**config.mk**
```make
export PLATFORM = sky130hd
export DESIGN_NAME = controlador_varredura_temperatura
export DESIGN_NICKNAME = d
export VERILOG_FILES = /design/src/rtl/controlador_varredura_temperatura.sv
export SDC_FILE = /design/constraint.sdc
export NUM_CORES = 1
export LEC_CHECK = 0
export BUFFER_PORTS_ARGS = -buffer_cell sky130_fd_sc_hd__buf_2
export CAP_MARGIN = 40
export CELL_PAD_IN_SITES_DETAIL_PLACEMENT = 1
export CELL_PAD_IN_SITES_GLOBAL_PLACEMENT = 1
export CORE_MARGIN = 3
export CORE_UTILIZATION = 30
export CTS_BUF_LIST = sky130_fd_sc_hd__clkbuf_8
export CTS_CLUSTER_DIAMETER = 120
export CTS_CLUSTER_SIZE = 10
export DETAILED_ROUTE_END_ITERATION = 8
export HOLD_SLACK_MARGIN = 0.1
export PLACE_DENSITY_LB_ADDON = 0.1
export SYNTH_ARGS = -nofsm -noshare
export SYNTH_HDL_FRONTEND = slang
export SYNTH_SLANG_ARGS = --single-unit
```
**constraint.sdc**
```tcl
create_clock -name clk -period 3.9 [get_ports clk]
set_clock_uncertainty 0.05 [all_clocks]
set_input_delay 0.195 -clock clk [delete_from_list [all_inputs] [get_ports clk]]
set_output_delay 0.195 -clock clk [all_outputs]
set_load 0.02 [all_outputs]
```
**src/rtl/controlador_varredura_temperatura.sv**
```systemverilog
// -----------------------------------------------------------------------------
// controlador_varredura_temperatura
//
// Round-robin scan controller for the seven plant temperature sensors.
// A single shared comparator is time-multiplexed across the channels, one
// channel per clock. Each channel has its own persistence filter. The audible
// alarm is latched in a three-state acknowledge FSM (NORMAL / ALARME /
// RECONHECIDO).
//
// Channel order (idx): SC=0, S1=1, S2=2, S3=3, TubSR=4, TubSS=5, Rea=6.
//
// Optional feature macro: HISTERESE_EN
//   defined   -> a flagged channel clears only when its sample drops below
//                limit-HIST. Samples in [limit-HIST, limit) hold both the
//                flag and the persistence counter.
//   undefined -> no hysteresis. The first non-exceeding sample clears the flag.
//
// Parameters:
//   LIM_SC   SC trip threshold (trip when sample >= LIM_SC)
//   LIM_S    trip threshold for S1, S2, S3, TubSR and TubSS
//   LIM_REA  reactor trip threshold (9-bit)
//   PERSIST  consecutive exceeding samples needed to flag a channel (1..7)
//   HIST     hysteresis band in degrees (effective only with HISTERESE_EN)
//
// Ports:
//   clk                      single clock
//   rst                      synchronous, active-high reset
//   sensTemp*                unsigned sensor values (8 bits; reactor 9 bits)
//   reconhecer               operator acknowledge, level-sampled every cycle
//   alarmeSonoroTemperatura  buzzer drive (registered)
//   mapaFalha                one bit per channel, set while that channel is flagged
//   canalFalha               first channel that tripped since the last NORMAL; 7 = none
//   varreduraOk              one-cycle pulse after the edge that processes channel 6
// -----------------------------------------------------------------------------
module controlador_varredura_temperatura #(
    parameter int LIM_SC  = 40,
    parameter int LIM_S   = 100,
    parameter int LIM_REA = 300,
    parameter int PERSIST = 3,
    parameter int HIST    = 5
) (
    input  logic       clk,
    input  logic       rst,
    input  logic [7:0] sensTempSC,
    input  logic [7:0] sensTempS1,
    input  logic [7:0] sensTempS2,
    input  logic [7:0] sensTempS3,
    input  logic [7:0] sensTempTubSR,
    input  logic [7:0] sensTempTubSS,
    input  logic [8:0] sensTempRea,
    input  logic       reconhecer,
    output logic       alarmeSonoroTemperatura,
    output logic [6:0] mapaFalha,
    output logic [2:0] canalFalha,
    output logic       varreduraOk
);

    localparam int         N_CANAIS  = 7;
    localparam logic [2:0] ULTIMO    = 3'd6;
    localparam logic [2:0] NENHUM    = 3'd7;
    localparam logic [2:0] PERSIST_C = 3'(PERSIST);

`ifdef HISTERESE_EN
    localparam bit HISTERESE_ON = 1'b1;
`else
    localparam bit HISTERESE_ON = 1'b0;
`endif

    // A zero band makes the hold window [limit-0, limit) empty, which is
    // exactly the no-hysteresis behaviour.
    localparam logic [9:0] BANDA = HISTERESE_ON ? 10'(HIST) : 10'd0;

    typedef enum logic [1:0] {
        NORMAL      = 2'd0,
        ALARME      = 2'd1,
        RECONHECIDO = 2'd2
    } estado_t;

    // Saturating persistence counter increment.
    function automatic logic [2:0] sat_inc(input logic [2:0] c);
        if (c >= PERSIST_C) begin
            return PERSIST_C;
        end
        return c + 3'd1;
    endfunction

    // Lowest-index set bit of the fault map; NENHUM when the map is empty.
    function automatic logic [2:0] primeiro_canal(input logic [6:0] m);
        logic [2:0] r;
        r = NENHUM;
        for (int k = N_CANAIS - 1; k >= 0; k--) begin
            if (m[k]) begin
                r = 3'(k);
            end
        end
        return r;
    endfunction

    logic [2:0] idx;
    logic [2:0] cnt [N_CANAIS];
    logic [6:0] mascara;
    logic [8:0] amostra;
    logic [8:0] limite;
    logic       excede;
    logic       abaixo_banda;

    estado_t    estado;
    estado_t    estado_prox;
    logic [6:0] mascara_prox;
    logic [2:0] canal_prox;
    logic       alarme_prox;

    // ---------------------------------------------------------------------
    // Shared sample mux and comparator (combinational)
    // ---------------------------------------------------------------------
    always_comb begin
        amostra = 9'd0;
        limite  = 9'(LIM_S);
        case (idx)
            3'd0: begin
                amostra = {1'b0, sensTempSC};
                limite  = 9'(LIM_SC);
            end
            3'd1: amostra = {1'b0, sensTempS1};
            3'd2: amostra = {1'b0, sensTempS2};
            3'd3: amostra = {1'b0, sensTempS3};
            3'd4: amostra = {1'b0, sensTempTubSR};
            3'd5: amostra = {1'b0, sensTempTubSS};
            3'd6: begin
                amostra = sensTempRea;
                limite  = 9'(LIM_REA);
            end
            default: begin
                amostra = 9'd0;
                limite  = 9'(LIM_S);
            end
        endcase
    end

    assign excede = (amostra >= limite);

    // Computed in 10 bits so that sample+band cannot wrap.
    assign abaixo_banda = (({1'b0, amostra} + BANDA) < {1'b0, limite});

    // ---------------------------------------------------------------------
    // Scan index, per-channel persistence filters and sweep pulse
    // ---------------------------------------------------------------------
    always_ff @(posedge clk) begin
        if (rst) begin
            idx         <= 3'd0;
            mapaFalha   <= 7'd0;
            varreduraOk <= 1'b0;
            for (int k = 0; k < N_CANAIS; k++) begin
                cnt[k] <= 3'd0;
            end
        end else begin
            idx         <= (idx == ULTIMO) ? 3'd0 : idx + 3'd1;
            varreduraOk <= (idx == ULTIMO);
            for (int k = 0; k < N_CANAIS; k++) begin
                if (idx == 3'(k)) begin
                    if (excede) begin
                        cnt[k] <= sat_inc(cnt[k]);
                        if (sat_inc(cnt[k]) == PERSIST_C) begin
                            mapaFalha[k] <= 1'b1;
                        end
                    end else if (mapaFalha[k] && !abaixo_banda) begin
                        // Inside the hysteresis window: flag and count held.
                        cnt[k]       <= cnt[k];
                        mapaFalha[k] <= 1'b1;
                    end else begin
                        cnt[k]       <= 3'd0;
                        mapaFalha[k] <= 1'b0;
                    end
                end
            end
        end
    end

    // ---------------------------------------------------------------------
    // Alarm FSM: state register
    // ---------------------------------------------------------------------
    always_ff @(posedge clk) begin
        if (rst) begin
            estado                  <= NORMAL;
            mascara                 <= 7'd0;
            canalFalha              <= NENHUM;
            alarmeSonoroTemperatura <= 1'b0;
        end else begin
            estado                  <= estado_prox;
            mascara                 <= mascara_prox;
            canalFalha              <= canal_prox;
            alarmeSonoroTemperatura <= alarme_prox;
        end
    end

    // ---------------------------------------------------------------------
    // Alarm FSM: next state and registered-output next values
    // ---------------------------------------------------------------------
    always_comb begin
        estado_prox  = estado;
        mascara_prox = mascara;
        canal_prox   = canalFalha;
        case (estado)
            NORMAL: begin
                if (|mapaFalha) begin
                    estado_prox = ALARME;
                    canal_prox  = primeiro_canal(mapaFalha);
                end
            end
            ALARME: begin
                // Latched: only an acknowledge leaves this state.
                if (reconhecer) begin
                    if (mapaFalha == 7'd0) begin
                        estado_prox  = NORMAL;
                        mascara_prox = 7'd0;
                        canal_prox   = NENHUM;
                    end else begin
                        // Everything flagged right now is acknowledged,
                        // including a fault that appeared this very cycle.
                        estado_prox  = RECONHECIDO;
                        mascara_prox = mapaFalha;
                    end
                end
            end
            RECONHECIDO: begin
                // Channels that clear drop out of the mask so a re-trip
                // alarms again.
                mascara_prox = mascara & mapaFalha;
                if (|(mapaFalha & ~mascara)) begin
                    // A new fault wins over a simultaneous return to NORMAL.
                    estado_prox = ALARME;
                end else if (mapaFalha == 7'd0) begin
                    estado_prox  = NORMAL;
                    mascara_prox = 7'd0;
                    canal_prox   = NENHUM;
                end
            end
            default: begin
                estado_prox  = NORMAL;
                mascara_prox = 7'd0;
                canal_prox   = NENHUM;
            end
        endcase
        alarme_prox = (estado_prox == ALARME);
    end

endmodule

```
-- Yosys cells after proc, flatten, opt, wreduce, memory -nomap -nowiden
Memories as Yosys holds them, arrays and structs flattened.
Index checks and enable logic that the tools add are counted.
- order comparisons: 9
- mux-type cells: 217
- add/subtract/negate cells: 8
- reduce and logical (&&, ||, !) cells: 23
- bitwise operators: 25
- equality and inequality tests: 26
- operators by type and width (cell ; number):
    3-bit 2-to-1 mux ; 66
    1-bit 2-to-1 mux ; 137
    9-bit one-hot mux with 7 select lines ; 1
    7-bit 2-to-1 mux ; 4
    3-bit by 2-bit equality test with 1-bit output (second input constant) ; 9
    3-bit by 1-bit adder with 3-bit output (second input constant) ; 8
    3-bit by 2-bit greater-or-equal comparator with 1-bit output (second input constant) ; 7
    1-bit bitwise OR ; 21
    7-bit one-hot mux with 3 select lines ; 1
    9-bit one-hot mux with 2 select lines ; 1
    2-bit AND reduction ; 8
    7-bit bitwise AND ; 2
    2-bit by 1-bit inequality test with 1-bit output (second input constant) ; 7
    7-bit OR reduction ; 2
    2-bit 2-to-1 mux ; 5
    3-bit equality test (second input constant) ; 3
    9-bit greater-or-equal comparator ; 1
    9-bit < comparator ; 1
    3-bit one-hot mux with 3 select lines ; 1
    1-bit logical AND ; 7
    7-bit zero test ; 1
    7-bit inverter ; 1
    2-bit inequality test (second input constant) ; 3
    2-bit one-hot mux with 3 select lines ; 1
    9 further kinds ; 10
- bits in writable memories: 21
- logic and storage cells: 322
- memories kept: 1
- flip-flop bits (word level): 24
- input port bits: 60
- memories (name ; depth ; width ; rd ports ; clocked after Yosys merged registers in ; wr ports ; RTL line ; text):
    cnt ; 7 ; 3 ; 7 ; 0 ; 7 ; 100 ; logic [2:0] cnt [N_CANAIS];

-- Longest topological paths before layout
- word-level depth: 13
- gate-level depth with buffers: 15
- depth with buffers taken out: 12

-- Worst setup path before layout
No wires, ideal clock.
- path type: reg-to-reg
- start point: register idx[0]
- end point: memory cnt[6][0] (data pin)
- arrival: 2738 ps
- cell stages (with the launch flop): 14
- setup time: 152 ps
- buffers on the path: 2
- clock period less this slack: 2940 ps
- slack: 960 ps
- cell sequence: dfxtp_1 -> inv_1 -> ha_1 -> buf_4 -> a222oi_1 -> a21oi_1 -> a221o_1 -> ha_1 -> and2_1 -> o2111ai_1 -> nor3_1 -> o211ai_4 -> buf_6 -> a31oi_1
- RTL lines (item ; RTL line ; text):
    start, declared ; 99 ; logic [2:0] idx;
    start signal, assigned ; 157 ; idx <= (idx == ULTIMO) ? 3'd0 : idx + 3'd1;
    end, declared ; 100 ;

==> impl_metrics.json <==
{
  "grt_util_all_layers_pct": 16.0,
  "synth_xor_area_share_pct": 0,
  "r2r_slack_ns": 0.46,
  "cts-hold-fix-buffers": 0,
  "cts_tree": "built",
  "antenna_found_initial": 0,
  "grt_setup_unrepaired": "no",
  "port_buffers": 71,
  "post_cts_resize_count": 0,
  "fin_setup_tns_ns": 0,
  "reg2reg_depth": 12,
  "p_clk_share_pct": 24.5,
  "synth_warnings": 0,
  "via_count": 2835,
  "die_area_um2": 11500,
  "register_area_um2": 1110,
  "worstPathArrival_ns": 3.51,
  "grt_max_degree": 38,
  "ir_drop_mv": 0.171,
  "diodes": 0,
  "synthCells": 345,
  "fin_crit_sh_pct": 88.3,
  "synthAdderAreaFrac_pct": 11.0,
  "crit_type": "reg -> reg",
  "sw_frac_of_total_pct": 35.7,
  "internal_power_uw": 927,
  "insertion_delay_ns": 0.30,
  "fin_nets": 499,
  "holdCritPathClass": "in -> reg",
  "final_common_cell": "buf_2",
  "std_cell_rows": 36,
  "routabilityCongestion": 0.771,
  "placed_cells": 538,
  "cts-root-buf": "clkbuf_8",
  "synth_compound_area_share_pct": 27.4,
  "core-area_um2": 9860,
  "setup_viol": 0,
  "cts_buffers": 5,
  "end_kind": "flop",
  "switchingPower_uw": 514,
  "drtIter0Drc": 78,
  "yosysSeqAreaShare_pct": 36.0,
  "layout_common_cells": "buf_2, a21oi_1, nand2_1",
  "synth_top_family_by_area": "compound AO/OA/AOI/OAI gates",
  "synth_nets": 432,
  "cts.clk_slew.worst_paths_ns": 0.10,
  "syn_area_um2": 3080,
  "synthMuxAreaShare_pct": 0.974,
  "multi_input_area_um2": 1750,
  "fill_cells": 1179,
  "h-tree-depth": 2,
  "ios": 72,
  "critical_path_required_ns": 3.97,
  "clock_path_buffers": 2,
  "syn_avg_cell_area_um2": 8.94,
  "grt_pass1_vias": 2990,
  "dp_hpwl_um": 6930,
  "wl_per_cell_um": 16.5,
  "drive_gt1_share_pct": 22.8,
  "maxCapViolations": 0,
  "drc": 0,
  "run_status": "finished clean",
  "ys_ff_latch": 45,
  "tightest_slew_ns": 0.836,
  "vias_per_cell": 5.19,
  "cts.sinks": 45,
  "place_ws_ns": 0.448,
  "synth.distinct_cells": 55,
  "power.density_nw_per_um2": 398,
  "area_growth_syn_to_layout_pct": 17.5,
  "final_area_um2": 3620,
  "p_leak_nw": 1.55,
  "synthFlopType": "dfxtp_1",
  "synth-async-reset-ratio_pct": 0,
  "instances_no_fill": 546,
  "grt_pass1_wl_um": 15000,
  "synth-edff-count": 21,
  "drtPass1Iterations": 4,
  "hold_depth": 4,
  "hold_viol_final": 0,
  "ant_nets": 0,
  "drt_wl_total_um": 8990,
  "grt_overflow": 0,
  "setup_ws_ns": 0.457,
  "timing.fmax_mhz": 290,
  "post_cts_buffers": 0,
  "period_minus_slack_ns": 3.44,
  "dpl_cell_area_um2": 3510,
  "crit_fanout": 26,
  "cp-start-kind": "flop",
  "start_util_pct": 31.3,
  "slew_viol_final": 0,
  "die_h_um": 107,
  "relSlewSlack_pct": 43.8,
  "die_w_um": 107,
  "final_core_util_pct": 36.7,
  "yosys.area_share.simple_pct": 17.5,
  "pwr-share-comb_pct": 35.3,
  "p_seq_share_pct": 40.2
}
## final timing paths
check               end       start
max           cnt[6][1]      idx[0]
min           estado[1]  reconhecer
max reg2reg   cnt[6][1]      idx[0]
min reg2reg  mascara[2]  mascara[2]
## state kept, by name, indices dropped and copies added, names as in the netlist
signal / count
mapaFalha: 7
canalFalha: 3
alarmeSonoroTemperatura: 1
mascara: 7
varreduraOk: 1
idx: 3
estado: 2
cnt: 21
## critical path: stages (launching register included)
cell       delay, ns
dfxtp_1         0.39
inv_1           0.09
ha_1            0.42
a222oi_1        0.42
a21oi_1         0.11
a221o_1         0.27
ha_1            0.28
and2_1          0.13
o2111ai_1       0.10
nor3_1          0.32
o211ai_4        0.13
buf_4           0.25
a311oi_1        0.30
## metrics by stage
stage	hold WS (ns)	power, mW
2_1_floorplan	0.340	0.955
3_3_place_gp	0.394	1.09
3_5_place_dp	0.413	1.10
4_1_cts	0.286	1.46
5_1_grt	0.380	1.55
6_report	0.286	1.44
## cell usage after synthesis, types with 2 or more instances
cell type	number	share of area, %
clkbuf_1	4	0.49
or2_2	3	0.61
a211oi_1	5	1.2
buf_4	4	0.97
dfxtp_1	24	16
o21bai_1	3	0.73
mux2i_1	3	0.97
ha_1	27	11
buf_6	7	2.6
a222oi_1	4	1.3
a221oi_1	5	1.4
and3_1	8	1.6
nor3_1	4	0.65
nand2b_1	14	2.8
a221o_1	3	0.97
nand3b_1	4	0.97
o41ai_1	3	0.85
a22oi_1	4	0.97
and2_1	5	1.0
nand2_1	31	3.8
o2111ai_1	2	0.57
a41oi_1	2	0.57
inv_1	23	2.8
a21oi_1	36	5.8
a31oi_1	8	1.6
edfxtp_1	21	20
or3_1	2	0.41
o21ai_0	22	3.6
a311oi_1	3	0.85
nand3_1	3	0.49
a211o_1	6	1.7
nor2_1	24	2.9
nor2b_1	6	1.2
## cell type report
class	count	area share, %
Tap cell	133	4.60
Multi-Input combinational cell	259	48.3
Sequential cell	45	30.7
Clock inverter	3	1.07
Clock buffer	5	1.90
Timing Repair Buffer	76	10.9
Inverter	25	2.59
## routing by layer
metal  global-route usage (%)  routed length [um]  vias to the layer above  part of all wire [%]
li1                         -                   -                     1410                     -
met1                     20.8                4270                     1352                    48
met2                     28.1                4270                       69                    47
met3                     3.06                 391                        4                   4.4
met4                     2.71                  54                        0                  0.60
met5                        0                   0                        -                     0
## power groups by stage
stage | Sequential [mW] | Combinational [mW] | Clock (mW)
final | 0.580 | 0.509 | 0.353
after global routing | 0.588 | 0.578 | 0.384
after CTS | 0.581 | 0.516 | 0.365
after detailed placement | 0.593 | 0.512 | 0
after global placement | 0.590 | 0.503 | 0
after floorplan | 0.602 | 0.352 | 0
## kinds of logic after synthesis
group | Yosys count
adders and majority gates | 27
AOI/OAI and AO/OA | 121
buffers and inverters | 41
and+or+nand+nor | 108
DFF | 45
muxes | 3
No activity file was read; power rests on OpenSTA's default activity.
